<file path="src/rtl/stim_misr_pkg.sv">
// Shared types and constants for the LFSR stimulus / MISR response harness.
// Holds the FSM state enum, default polynomial, LFSR taps and the response fold helper.
package stim_misr_pkg;

  typedef enum logic [2:0] {
    IDLE  = 3'd0,
    LOAD  = 3'd1,
    DRIVE = 3'd2,
    WAIT  = 3'd3,
    DONE  = 3'd4
  } state_t;

  localparam int DEF_STIM_W = 47;
  localparam int DEF_RESP_W = 578;
  localparam int DEF_MISR_W = 32;
  localparam int DEF_CNT_W  = 16;

  localparam logic [31:0] DEF_MISR_POLY = 32'h04C1_1DB7;

  // Right-shifting Galois form of x^64 + x^63 + x^61 + x^60 + 1.
  localparam logic [63:0] LFSR_TAPS = 64'hD800_0000_0000_0000;

  // Upper bounds for the width-generic fold helper.
  localparam int RESP_MAX = 1024;
  localparam int MISR_MAX = 64;

  function automatic logic [63:0] lfsr_step(input logic [63:0] v);
    return {1'b0, v[63:1]} ^ (v[0] ? LFSR_TAPS : 64'h0);
  endfunction

  // XOR of all misr_w-bit slices of resp; zero bits above the real response width
  // make the top partial slice zero-padded for free.
  function automatic logic [MISR_MAX-1:0] fold_resp(input logic [RESP_MAX-1:0] resp,
                                                    input int misr_w);
    logic [RESP_MAX-1:0] r;
    logic [MISR_MAX-1:0] mask;
    logic [MISR_MAX-1:0] acc;
    r    = resp;
    acc  = '0;
    mask = (MISR_MAX'(1) << misr_w) - MISR_MAX'(1);
    for (int s = 0; s < RESP_MAX; s += misr_w) begin
      acc = acc ^ (r[MISR_MAX-1:0] & mask);
      r   = r >> misr_w;
    end
    return acc;
  endfunction

endpackage

</file>
<file path="src/rtl/stim_misr_if.sv">
// DUT-facing bus of the harness: registered stimulus out, raw response back.
// master = harness side, slave = DUT wrapper side; no flow control on this bus.
interface stim_misr_if #(
  parameter int STIM_W = 47,
  parameter int RESP_W = 578
);
  logic [STIM_W-1:0] stim_out;
  logic              stim_valid;
  logic [RESP_W-1:0] resp_in;

  modport master (output stim_out, output stim_valid, input resp_in);
  modport slave  (input stim_out, input stim_valid, output resp_in);
endinterface

</file>
<file path="src/rtl/misr_fold.sv">
// Registered MISR: folds a wide response into MISR_W bits and shifts it into the signature.
// Latency: signature updates on the edge where en is high; clr has priority; no backpressure.
module misr_fold
  import stim_misr_pkg::*;
#(
  parameter int                RESP_W    = DEF_RESP_W,
  parameter int                MISR_W    = DEF_MISR_W,
  parameter logic [MISR_W-1:0] MISR_POLY = MISR_W'(DEF_MISR_POLY)
) (
  input  logic              clk,
  input  logic              rst_n,
  input  logic              clr,
  input  logic              en,
  input  logic [RESP_W-1:0] resp,
  output logic [MISR_W-1:0] sig
);

  logic [MISR_MAX-1:0] fold_full;
  logic [MISR_W-1:0]   fold;
  logic [MISR_W-1:0]   sig_nxt;

  assign fold_full = fold_resp(RESP_MAX'(resp), MISR_W);
  assign fold      = fold_full[MISR_W-1:0];

  generate
    if (MISR_W < MISR_MAX) begin : g_fold_hi
      logic unused_fold_hi;
      assign unused_fold_hi = ^fold_full[MISR_MAX-1:MISR_W];
    end
  endgenerate

  assign sig_nxt = {sig[MISR_W-2:0], 1'b0}
                 ^ (sig[MISR_W-1] ? MISR_POLY : '0)
                 ^ fold;

  always_ff @(posedge clk or negedge rst_n) begin
    if (!rst_n) begin
      sig <= '0;
    end else if (clr) begin
      sig <= '0;
    end else if (en) begin
      sig <= sig_nxt;
    end
  end

endmodule

</file>
<file path="src/rtl/stim_misr_harness.sv">
// LFSR-driven stimulus and MISR-compacted response for cross-tool DUT comparison.
// Latency: done 2+N*(SETTLE+1) cycles after start; no backpressure, abort returns to IDLE at once.
module stim_misr_harness
  import stim_misr_pkg::*;
#(
  parameter int                STIM_W    = DEF_STIM_W,
  parameter int                RESP_W    = DEF_RESP_W,
  parameter int                MISR_W    = DEF_MISR_W,
  parameter logic [MISR_W-1:0] MISR_POLY = MISR_W'(DEF_MISR_POLY),
  parameter int                SETTLE    = 1,
  parameter int                CNT_W     = DEF_CNT_W
) (
  input  logic               clk,
  input  logic               rst_n,
  input  logic               start,
  input  logic               abort,
  input  logic [63:0]        seed,
  input  logic [CNT_W-1:0]   num_vec,
  stim_misr_if.master        bus,
  output logic               busy,
  output logic               done,
  output logic [CNT_W-1:0]   vec_cnt,
  output logic [MISR_W-1:0]  signature
);

  localparam int REPS = (STIM_W + 63) / 64;
  localparam int WCW  = (SETTLE > 1) ? $clog2(SETTLE) : 1;

  state_t            state;
  logic [63:0]       lfsr;
  logic [STIM_W-1:0] stim_q;
  logic              stim_vld_q;
  logic [CNT_W-1:0]  num_lat;
  logic [CNT_W-1:0]  vec_nxt;
  logic [WCW-1:0]    wait_cnt;
  logic              last_wait;
  logic              misr_clr;
  logic              misr_en;

  assign bus.stim_out   = stim_q;
  assign bus.stim_valid = stim_vld_q;

  assign last_wait = (state == WAIT) && (wait_cnt == WCW'(SETTLE - 1));
  assign vec_nxt   = vec_cnt + CNT_W'(1);
  assign misr_clr  = (state == LOAD) && !abort;
  assign misr_en   = last_wait && !abort;

  always_ff @(posedge clk or negedge rst_n) begin
    if (!rst_n) begin
      state      <= IDLE;
      lfsr       <= 64'h1;
      stim_q     <= '0;
      stim_vld_q <= 1'b0;
      busy       <= 1'b0;
      done       <= 1'b0;
      vec_cnt    <= '0;
      num_lat    <= '0;
      wait_cnt   <= '0;
    end else begin
      stim_vld_q <= 1'b0;
      done       <= 1'b0;
      // Abort freezes the datapath; only the control returns to IDLE.
      if (abort) begin
        state <= IDLE;
        busy  <= 1'b0;
      end else begin
        case (state)
          IDLE: begin
            if (start) begin
              state   <= LOAD;
              busy    <= 1'b1;
              num_lat <= num_vec;
            end
          end
          LOAD: begin
            lfsr     <= (seed == 64'h0) ? 64'h1 : seed;
            vec_cnt  <= '0;
            wait_cnt <= '0;
            if (num_lat == '0) begin
              state <= DONE;
              done  <= 1'b1;
            end else begin
              state <= DRIVE;
            end
          end
          DRIVE: begin
            stim_q     <= STIM_W'({REPS{lfsr}});
            stim_vld_q <= 1'b1;
            lfsr       <= lfsr_step(lfsr);
            wait_cnt   <= '0;
            state      <= WAIT;
          end
          WAIT: begin
            if (last_wait) begin
              vec_cnt <= vec_nxt;
              if (vec_nxt == num_lat) begin
                state <= DONE;
                done  <= 1'b1;
              end else begin
                state <= DRIVE;
              end
            end else begin
              wait_cnt <= wait_cnt + WCW'(1);
            end
          end
          DONE: begin
            state <= IDLE;
            busy  <= 1'b0;
          end
          default: begin
            state <= IDLE;
            busy  <= 1'b0;
          end
        endcase
      end
    end
  end

  misr_fold #(
    .RESP_W   (RESP_W),
    .MISR_W   (MISR_W),
    .MISR_POLY(MISR_POLY)
  ) u_misr (
    .clk  (clk),
    .rst_n(rst_n),
    .clr  (misr_clr),
    .en   (misr_en),
    .resp (bus.resp_in),
    .sig  (signature)
  );

endmodule

</file>
<file path="src/flat_wrapper.sv">
// flat-port wrapper written by rule: the top's interface ports become plain ports
module stim_misr_harness_flat import stim_misr_pkg::*;
#(
  parameter int                STIM_W    = DEF_STIM_W,
  parameter int                RESP_W    = DEF_RESP_W,
  parameter int                MISR_W    = DEF_MISR_W,
  parameter logic [MISR_W-1:0] MISR_POLY = MISR_W'(DEF_MISR_POLY),
  parameter int                SETTLE    = 1,
  parameter int                CNT_W     = DEF_CNT_W
)
  (clk, rst_n, start, abort, seed, num_vec, busy, done, vec_cnt, signature, bus_stim_out, bus_stim_valid, bus_resp_in);
  stim_misr_if #(.STIM_W(STIM_W), .RESP_W(RESP_W)) bus_i ();
  input  logic clk;
  input  logic rst_n;
  input  logic start;
  input  logic abort;
  input  logic [63:0] seed;
  input  logic [CNT_W-1:0] num_vec;
  output logic busy;
  output logic done;
  output logic [CNT_W-1:0] vec_cnt;
  output logic [MISR_W-1:0] signature;
  output wire logic [$bits(bus_i.stim_out)-1:0] bus_stim_out;
  output wire logic [$bits(bus_i.stim_valid)-1:0] bus_stim_valid;
  input wire logic [$bits(bus_i.resp_in)-1:0] bus_resp_in;
  assign bus_stim_out = bus_i.stim_out;
  assign bus_stim_valid = bus_i.stim_valid;
  assign bus_i.resp_in = bus_resp_in;
  stim_misr_harness #(.STIM_W(STIM_W), .RESP_W(RESP_W), .MISR_W(MISR_W), .MISR_POLY(MISR_POLY), .SETTLE(SETTLE), .CNT_W(CNT_W)) u_core (.clk(clk), .rst_n(rst_n), .start(start), .abort(abort), .seed(seed), .num_vec(num_vec), .bus(bus_i), .busy(busy), .done(done), .vec_cnt(vec_cnt), .signature(signature));
endmodule
</file>
<file path="config.mk">
export PLATFORM = sky130hd
export DESIGN_NAME = stim_misr_harness_flat
export DESIGN_NICKNAME = d
export VERILOG_FILES = /design/src/rtl/stim_misr_pkg.sv /design/src/rtl/stim_misr_if.sv /design/src/rtl/misr_fold.sv /design/src/rtl/stim_misr_harness.sv /design/src/flat_wrapper.sv
export SDC_FILE = /design/constraint.sdc
export NUM_CORES = 1
export LEC_CHECK = 0
export ABC_CLOCK_PERIOD_IN_PS = 2550
export CAP_MARGIN = 30
export CORE_AREA = 2 2 295 297
export DETAILED_ROUTE_END_ITERATION = 10
export DIE_AREA = 0 0 297 299
export PLACE_DENSITY_LB_ADDON = 0.25
export SYNTH_ARGS = -nofsm -noshare
export SYNTH_HDL_FRONTEND = slang
export SYNTH_SLANG_ARGS = --single-unit
</file>
<file path="constraint.sdc">
create_clock -name clk -period 2.55 [get_ports clk]
set_input_delay 0.255 -clock clk [delete_from_list [all_inputs] [get_ports clk]]
set_output_delay 0.255 -clock clk [all_outputs]
set_load 0.05 [all_outputs]
</file>
---- Word-level counts from Yosys, hierarchy flattened ----
Index checks and enable logic that the tools add are counted.
word-level totals
  register bits after elaboration ......... 182
  latch bits .............................. 0
  RAM bits ................................ 0
  ROM bits ................................ 0
  input port bits ......................... 662
  output and inout port bits .............. 98
  logic and storage cells ................. 90
  memories kept ........................... 0
cells by class
  $add $sub $neg .......................... 2
  multiply operators ...................... 0
  div/mod/pow operators ................... 0
  magnitude comparators ................... 0
  equality and inequality tests ........... 9
  shift-type cells ........................ 0
  multiplexer cells ....................... 26
  bitwise operators ....................... 23
  reductions and logical operators ........ 20
operators by type and width
  cell                                                                     number
  32-bit bitwise XOR                                                       19
  64-bit 2-to-1 mux                                                        2
  64-bit case mux with 2 select lines                                      1
  64-bit zero test                                                         1
  32-bit 2-to-1 mux                                                        2
  63-bit by 64-bit bitwise XOR with 64-bit output                          1
  16-bit case mux with 2 select lines                                      1
  32-bit by 2-bit bitwise XOR with 32-bit output                           1
  27-bit 2-to-1 mux                                                        1
  16-bit by 1-bit adder with 16-bit output, second input constant          1
  16-bit == test                                                           1
  16-bit zero test                                                         1
  16-bit 2-to-1 mux                                                        1
  3-bit 2-to-1 mux                                                         5
  3-bit case mux with 4 select lines                                       1
  1-bit 2-to-1 mux                                                         9
  3-bit AND reduction                                                      3
  2-bit AND reduction                                                      4
  2-bit nonzero test                                                       4
  3-bit by 2-bit == test with 1-bit output, second input constant          2
  1-bit case mux with 2 select lines                                       3
  2-bit by 1-bit inequality test with 1-bit output, second input constant  2
  3-bit by 1-bit == test with 1-bit output, second input constant          1
  1-bit logical AND                                                        3
  9 further kinds                                                          10

---- Logic depth before layout (Yosys ltp) ----
  word-level depth ........................ 21
  mapped depth ............................ 8
  mapped depth without buffers ............ 7

---- Modules after synthesis ----
Synthesis repeated with hierarchy kept, for this count alone.
second synthesis, totals
  cell total of the unflattened synthesis .. 1353
  area, all modules ....................... 13977.2 um^2
modules (own cells, without submodules)
  module             times used  cells each  area each (um^2)  sequential area each (um^2)
  stim_misr_harness  1           665         7228.2            3754.9
  misr_fold          1           688         6749.0            800.8

---- Worst setup path before layout ----
OpenSTA, ideal clock, no wires.
  kind .................................... register -> register
  start ................................... reg u_core.vec_cnt[0]
  end ..................................... reg u_core.done
  library setup time ...................... 0.110 ns
  arrival time ............................ 2.663 ns
  data required time ...................... 2.440 ns
  slack ................................... -0.223 ns
  cell stages (with the launch flop) ...... 8
  buffers on the path ..................... 0
  clock period less this slack ............ 2.773 ns
  cell sequence ........................... dfrtp_1 -> ha_1 -> and4_4 -> nand2_1 -> xnor2_1 -> a311o_1 -> or4_1 -> o41ai_1
between the ends
  longest elaborated chain between the ends .. 6
ends and longest elaborated chain
  item                                      line                     source
  start: declaration                        stim_misr_harness.sv:22  output logic [CNT_W-1:0] vec_cnt,
  start signal: assignment                  stim_misr_harness.sv:95  vec_cnt <= vec_nxt;
  16-bit by 1-bit adder with 16-bit output  stim_misr_harness.sv:44  assign vec_nxt = vec_cnt + CNT_W'(1);
  16-bit == test                            stim_misr_harness.sv:96  if (vec_nxt == num_lat) begin
  1-bit 2-to-1 mux                          stim_misr_harness.sv:96
  1-bit 2-to-1 mux                          stim_misr_harness.sv:94  if (last_wait) begin
  1-bit case mux with 2 select lines        stim_misr_harness.sv:67  case (state)
  1-bit 2-to-1 mux                          stim_misr_harness.sv:63  if (abort) begin
  end signal: assignment                    stim_misr_harness.sv:61  done <= 1'b0;
  end signal: assignment                    stim_misr_harness.sv:81  done <= 1'b1;
  end signal: assignment                    stim_misr_harness.sv:98  done <= 1'b1;
  end: declaration                          stim_misr_harness.sv:21  output logic done,
Every way passes these cells.
A chain may end at the register's enable or synchronous reset.

---- Worst setup path in the final report ----
  start ................................... reg u_core.vec_cnt[1]
  end ..................................... reg u_core.state[2]
between the ends
  longest elaborated chain between the ends .. 6
ends and longest elaborated chain
  item                                      line                     source
  16-bit by 1-bit adder with 16-bit output  stim_misr_harness.sv:44
  16-bit == test                            stim_misr_harness.sv:96
  3-bit 2-to-1 mux                          stim_misr_harness.sv:96
  3-bit 2-to-1 mux                          stim_misr_harness.sv:94
  3-bit case mux with 4 select lines        stim_misr_harness.sv:67
  3-bit 2-to-1 mux                          stim_misr_harness.sv:63
  end signal: assignment                    stim_misr_harness.sv:64  state <= IDLE;
  end signal: assignment                    stim_misr_harness.sv:70  state <= LOAD;
  end signal: assignment                    stim_misr_harness.sv:97  state <= DONE;
  end: declaration                          stim_misr_harness.sv:29  state_t state;
Every way passes these cells. The select of a mux whose other input is x is not followed.

==> run_results.csv <==
group,metric,value,unit
status,result_of_the_run,"complete, no violations",
worst_setup_path,slowest_stage,"sky130_fd_sc_hd__or4_4",
placed_design,worst_slack_at_placement,0.03663,ns
timing,unrepaired_setup_endpoints_after_global_routing,"yes",
timing,final_min_period_over_clock_period,96.79,%
timing,setup_total_negative_slack,0,ns
pwr,sw_frac_of_total,43.19,%
global_routing,globalRoute.totalOverflow,0,
drt,antenna_violation_net_count_after_detailed_routing,0,
placed_design,placed_cell_area,22590,µm²
synthesis,number_of_distinct_library_cells_after_synthesis,46,
cts,cts.path.max_buffers,2,
cts,tritoncts_clock_tree,"built",
floorplan,boundaryPins,760,
global_routing,antenna_violations_before_repair,43,
worst_setup_path,worst-r2r-cell-count,7,
global_routing,global_route_wire_length_before_repair,98530,µm
floorplan,die_width,297,µm
cts,clock-root-buffer,"sky130_fd_sc_hd__clkbuf_16",
cts,cts.sink_count,182,
floorplan,dieHeight,299,µm
pwr,p_switching,7418,µW
drt,routed_wl,70530,µm
pwr,p_clk_share,17.3,%
floorplan,floorplan.core_area,85940,µm²
worst_setup_path,startpoint_type,"register",
cts,clock_pin_slew_on_the_worst_setup_and_hold_paths,0.09,ns
drt,dr_total_vias,12509,
global_routing,grt_start_max_net_pins,74,
timing,clock.fmax,405.2,MHz
floorplan,initial_core_util,15.56,%
run,drv_cap,0,
cts,insertion_delay,0.48,ns
timing,min_period,2.468,ns
floorplan,num_rows,108,
placed_design,gp_routability_congestion,0.8804,
synthesis,netlist_instances,1348,
worst_setup_path,worst_setup_path_end_kind,"register",
synthesis,synth_fp_nets,2011,
cells_and_area,fin_area,23290,µm²
synthesis,syn-cell-area,13380,µm²
worst_setup_path,worstPathCellList,"ha_4, and4_4, nand2_1, xnor2_1, a311o_1, or4_4, o41ai_4",
timing,slew_headroom,46.51,%
cells_and_area,final_layout_size_suffix_gt1_share,7.992,%
drt,vias_per_cell,3.806,
cells_and_area,design.final.nets,2777,
worst_setup_path,timing.critical_path.arrival,2.85,ns
drt,remaining_drc_errors,0,
synthesis,dominantRegCellSynth,"sky130_fd_sc_hd__dfrtp_1",
worst_setup_path,critical_path.max_stage_delay,0.58,ns
placed_design,io_buffer_count,759,
worst_setup_path,criticalPathCategory,"reg2reg",
global_routing,track_usage,15.66,%
worst_setup_path,worst-path-max-fanout,5,
synthesis,syn_avg_cell_area,9.923,µm²
pwr,ir_drop,0.4939,mV
timing,postLayoutSetupSlackWorst,0.08179,ns
global_routing,via_count_of_the_first_global_routing_pass,13452,
cts,htree_num_levels,4,
pwr,power-per-cell-area,737.4,nW/µm²
drt,drt_iter0_drc,513,
pwr,p_leak,0.008444,µW
hold_path,worstHoldPathType,"in2async",
timing,worst_clock_skew,0.01818,ns
synthesis,number_of_enable_flip_flop_cells_after_synthesis,0,
placed_design,place.detailed.hpwl,62460,µm
synthesis,yosys_register_bits,182,
timing,final-hold-violation-count,0,
cells_and_area,areaGrowthSynthToFinish,74.12,%
timing,report.final.setup_viol,0,
drt,drt_pre_antenna_iters,4,
synthesis,synth.yosys.warnings,0,
pwr,internal_power_contribution,9758,µW
worst_setup_path,cp.required,2.94,ns
floorplan,fp.dieArea,88800,µm²
pwr,share_comb_of_total_power,55.3,%
timing,worstMarginPinSlew,0.7998,ns
pwr,p_seq_share,27.4,%
synthesis,ys_async_sr_fraction,100.0,%
cts,cts_made_buffers,17,
timing,pins_over_their_slew_limit,0,
synthesis,yosysSeqAreaShare,34.06,%
drt,wl_per_cell,21.46,µm
## routing by layer
metal | track usage, % | share of wire, %
met1 | 17.56 | 39
met2 | 27.50 | 50
met3 | 6.449 | 9.7
met4 | 3.764 | 1.7
met5 | 0 | 0.24
## Yosys cell counts, types with 2 or more instances
| master | n | share of area, % |
|---|---|---|
| sky130_fd_sc_hd__a21o_1 | 3 | 0.17 |
| sky130_fd_sc_hd__o21ai_0 | 123 | 4.6 |
| sky130_fd_sc_hd__buf_2 | 10 | 0.37 |
| sky130_fd_sc_hd__nor2_1 | 15 | 0.42 |
| sky130_fd_sc_hd__xnor2_1 | 520 | 34 |
| sky130_fd_sc_hd__and3_1 | 6 | 0.28 |
| sky130_fd_sc_hd__nand2b_1 | 5 | 0.23 |
| sky130_fd_sc_hd__nand3_1 | 11 | 0.41 |
| sky130_fd_sc_hd__or2_2 | 2 | 0.094 |
| sky130_fd_sc_hd__buf_1 | 5 | 0.14 |
| sky130_fd_sc_hd__a21oi_1 | 8 | 0.30 |
| sky130_fd_sc_hd__and2_1 | 3 | 0.14 |
| sky130_fd_sc_hd__xor2_1 | 91 | 6.0 |
| sky130_fd_sc_hd__o31ai_1 | 8 | 0.45 |
| sky130_fd_sc_hd__nand4_1 | 9 | 0.42 |
| sky130_fd_sc_hd__mux2i_1 | 63 | 4.7 |
| sky130_fd_sc_hd__inv_1 | 2 | 0.056 |
| sky130_fd_sc_hd__dfrtp_1 | 181 | 34 |
| sky130_fd_sc_hd__mux2_2 | 63 | 5.3 |
| sky130_fd_sc_hd__a31oi_1 | 3 | 0.14 |
| sky130_fd_sc_hd__nand2_1 | 118 | 3.3 |
| sky130_fd_sc_hd__and4_1 | 3 | 0.20 |
| sky130_fd_sc_hd__clkbuf_1 | 35 | 0.98 |
| sky130_fd_sc_hd__nand3b_1 | 4 | 0.22 |
| sky130_fd_sc_hd__nor3b_1 | 2 | 0.11 |
| sky130_fd_sc_hd__nor4_1 | 25 | 1.2 |
| sky130_fd_sc_hd__nor3_1 | 5 | 0.19 |
| sky130_fd_sc_hd__o41ai_1 | 3 | 0.20 |
| sky130_fd_sc_hd__nor2b_1 | 3 | 0.14 |
| sky130_fd_sc_hd__or3_1 | 3 | 0.14 |
## metrics by stage
| step | util [%] | instances | hold slack (ns) | total power (µW) |
|---|---|---|---|---|
| 2_1_floorplan | - | 1348 | -0.04059 | 10480 |
| 3_3_place_gp | 26.28 | 3248 | 0.3329 | 14380 |
| 3_5_place_dp | 26.28 | 3248 | 0.3400 | 14480 |
| 6_report | 27.10 | 3287 | 0.3661 | 17180 |
| 4_1_cts | 27.04 | 3281 | 0.3352 | 17580 |
| 5_1_grt | 27.10 | 3285 | 0.3593 | 18320 |
## path summary, 6_finish.rpt
check	start	end	slack (ns)
max reg2reg	u_core.vec_cnt[1]$_DFFE_PN0P_	u_core.state[2]$_DFFE_PN0P_	0.08
min reg2reg	u_core.lfsr[51]$_DFFE_PN0P_	u_core.lfsr[51]$_DFFE_PN0P_	0.49
max in group asynchronous	rst_n	u_core.u_misr.sig[29]$_DFFE_PN0P_	1.34
min in group clk	num_vec[10]	u_core.num_lat[10]$_DFFE_PN0P_	0.39
max	u_core.vec_cnt[1]$_DFFE_PN0P_	u_core.state[2]$_DFFE_PN0P_	0.08
min	rst_n	u_core.bus.stim_out[28]$_DFFE_PN0P_	0.37
## critical path, delay by kind of cell, from the launching register on
kind                     cells  cell delay, ns
XOR/XNOR                     1            0.16
adder cells (fa/ha/maj)      1            0.17
AO/OA/AOI/OAI                2            0.69
AND/OR/NAND/NOR              3            0.92
flip-flops                   1            0.43
## power groups by stage
stage | combinational (µW) | clock [µW] | sequential (µW)
after floorplan | 4160 | 0 | 6320
after detailed placement | 9680 | 0 | 4800
final | 9500 | 2970 | 4700
after CTS | 9710 | 3130 | 4740
after global routing | 10200 | 3220 | 4870
after global placement | 9610 | 0 | 4770
## cell usage in the layout, fill, tap and decap left out, drive strengths merged, types with 4 or more instances in the layout
cell / instances
nand4: 9
dfrtp: 181
nand2: 119
nand2b: 5
o31ai: 8
and4: 4
o21ai: 124
mux2i: 63
nor4: 25
clkbuf: 18
inv: 10
clkdlybuf4s50: 741
nor3: 6
nor2: 15
nand3b: 4
xor2: 91
buf: 55
diode: 5
clkinv: 6
nand3: 11
a21oi: 8
and3: 6
mux2: 63
xnor2: 520
## registers in the layout, summed over array words and instances (netlist names)
| signal | flops |
|---|---|
| u_core.vec_cnt | 16 |
| u_core.state | 3 |
| u_core.lfsr | 64 |
| u_core.bus.stim_valid | 1 |
| u_core.num_lat | 16 |
| u_core.done | 1 |
| u_core.wait_cnt | 1 |
| u_core.bus.stim_out | 47 |
| u_core.busy | 1 |
| u_core.u_misr.sig | 32 |
## logic make-up (layout without fill, tap and decap cells)
family                     count (synthesis)  in the layout  share of synthesized area (%)
xor gates and xnor gates                 611            611                          40.01
adders and majority gates                  1              1                        0.09352
DFF                                      182            182                          34.06
muxes                                    126            126                          10.02
buffers and inverters                     53            832                          1.637
other                                      0              5                              0
AOI/OAI and AO/OA                        157            157                          6.398
and+or+nand+nor                          218            218                          7.792
## area by class of cell
class | count | area [µm²]
Antenna cell | 5 | 12.51
Clock buffer | 17 | 425.4
Clock inverter | 15 | 220.2
Fill cell | 9214 | 62650
Inverter | 2 | 7.507
Multi-Input combinational cell | 1113 | 8678
Sequential cell | 182 | 4561
Tap cell | 1155 | 1445
Timing Repair Buffer | 798 | 7941
## timing repair
action,in CTS,in global routing
buffers inserted,0,1
hold buffers,1,0
gates resized for setup,0,4
hold endpoints to repair,70,0
endpoints found under the setup margin,0,2
Power figures use the tool's default switching activity.
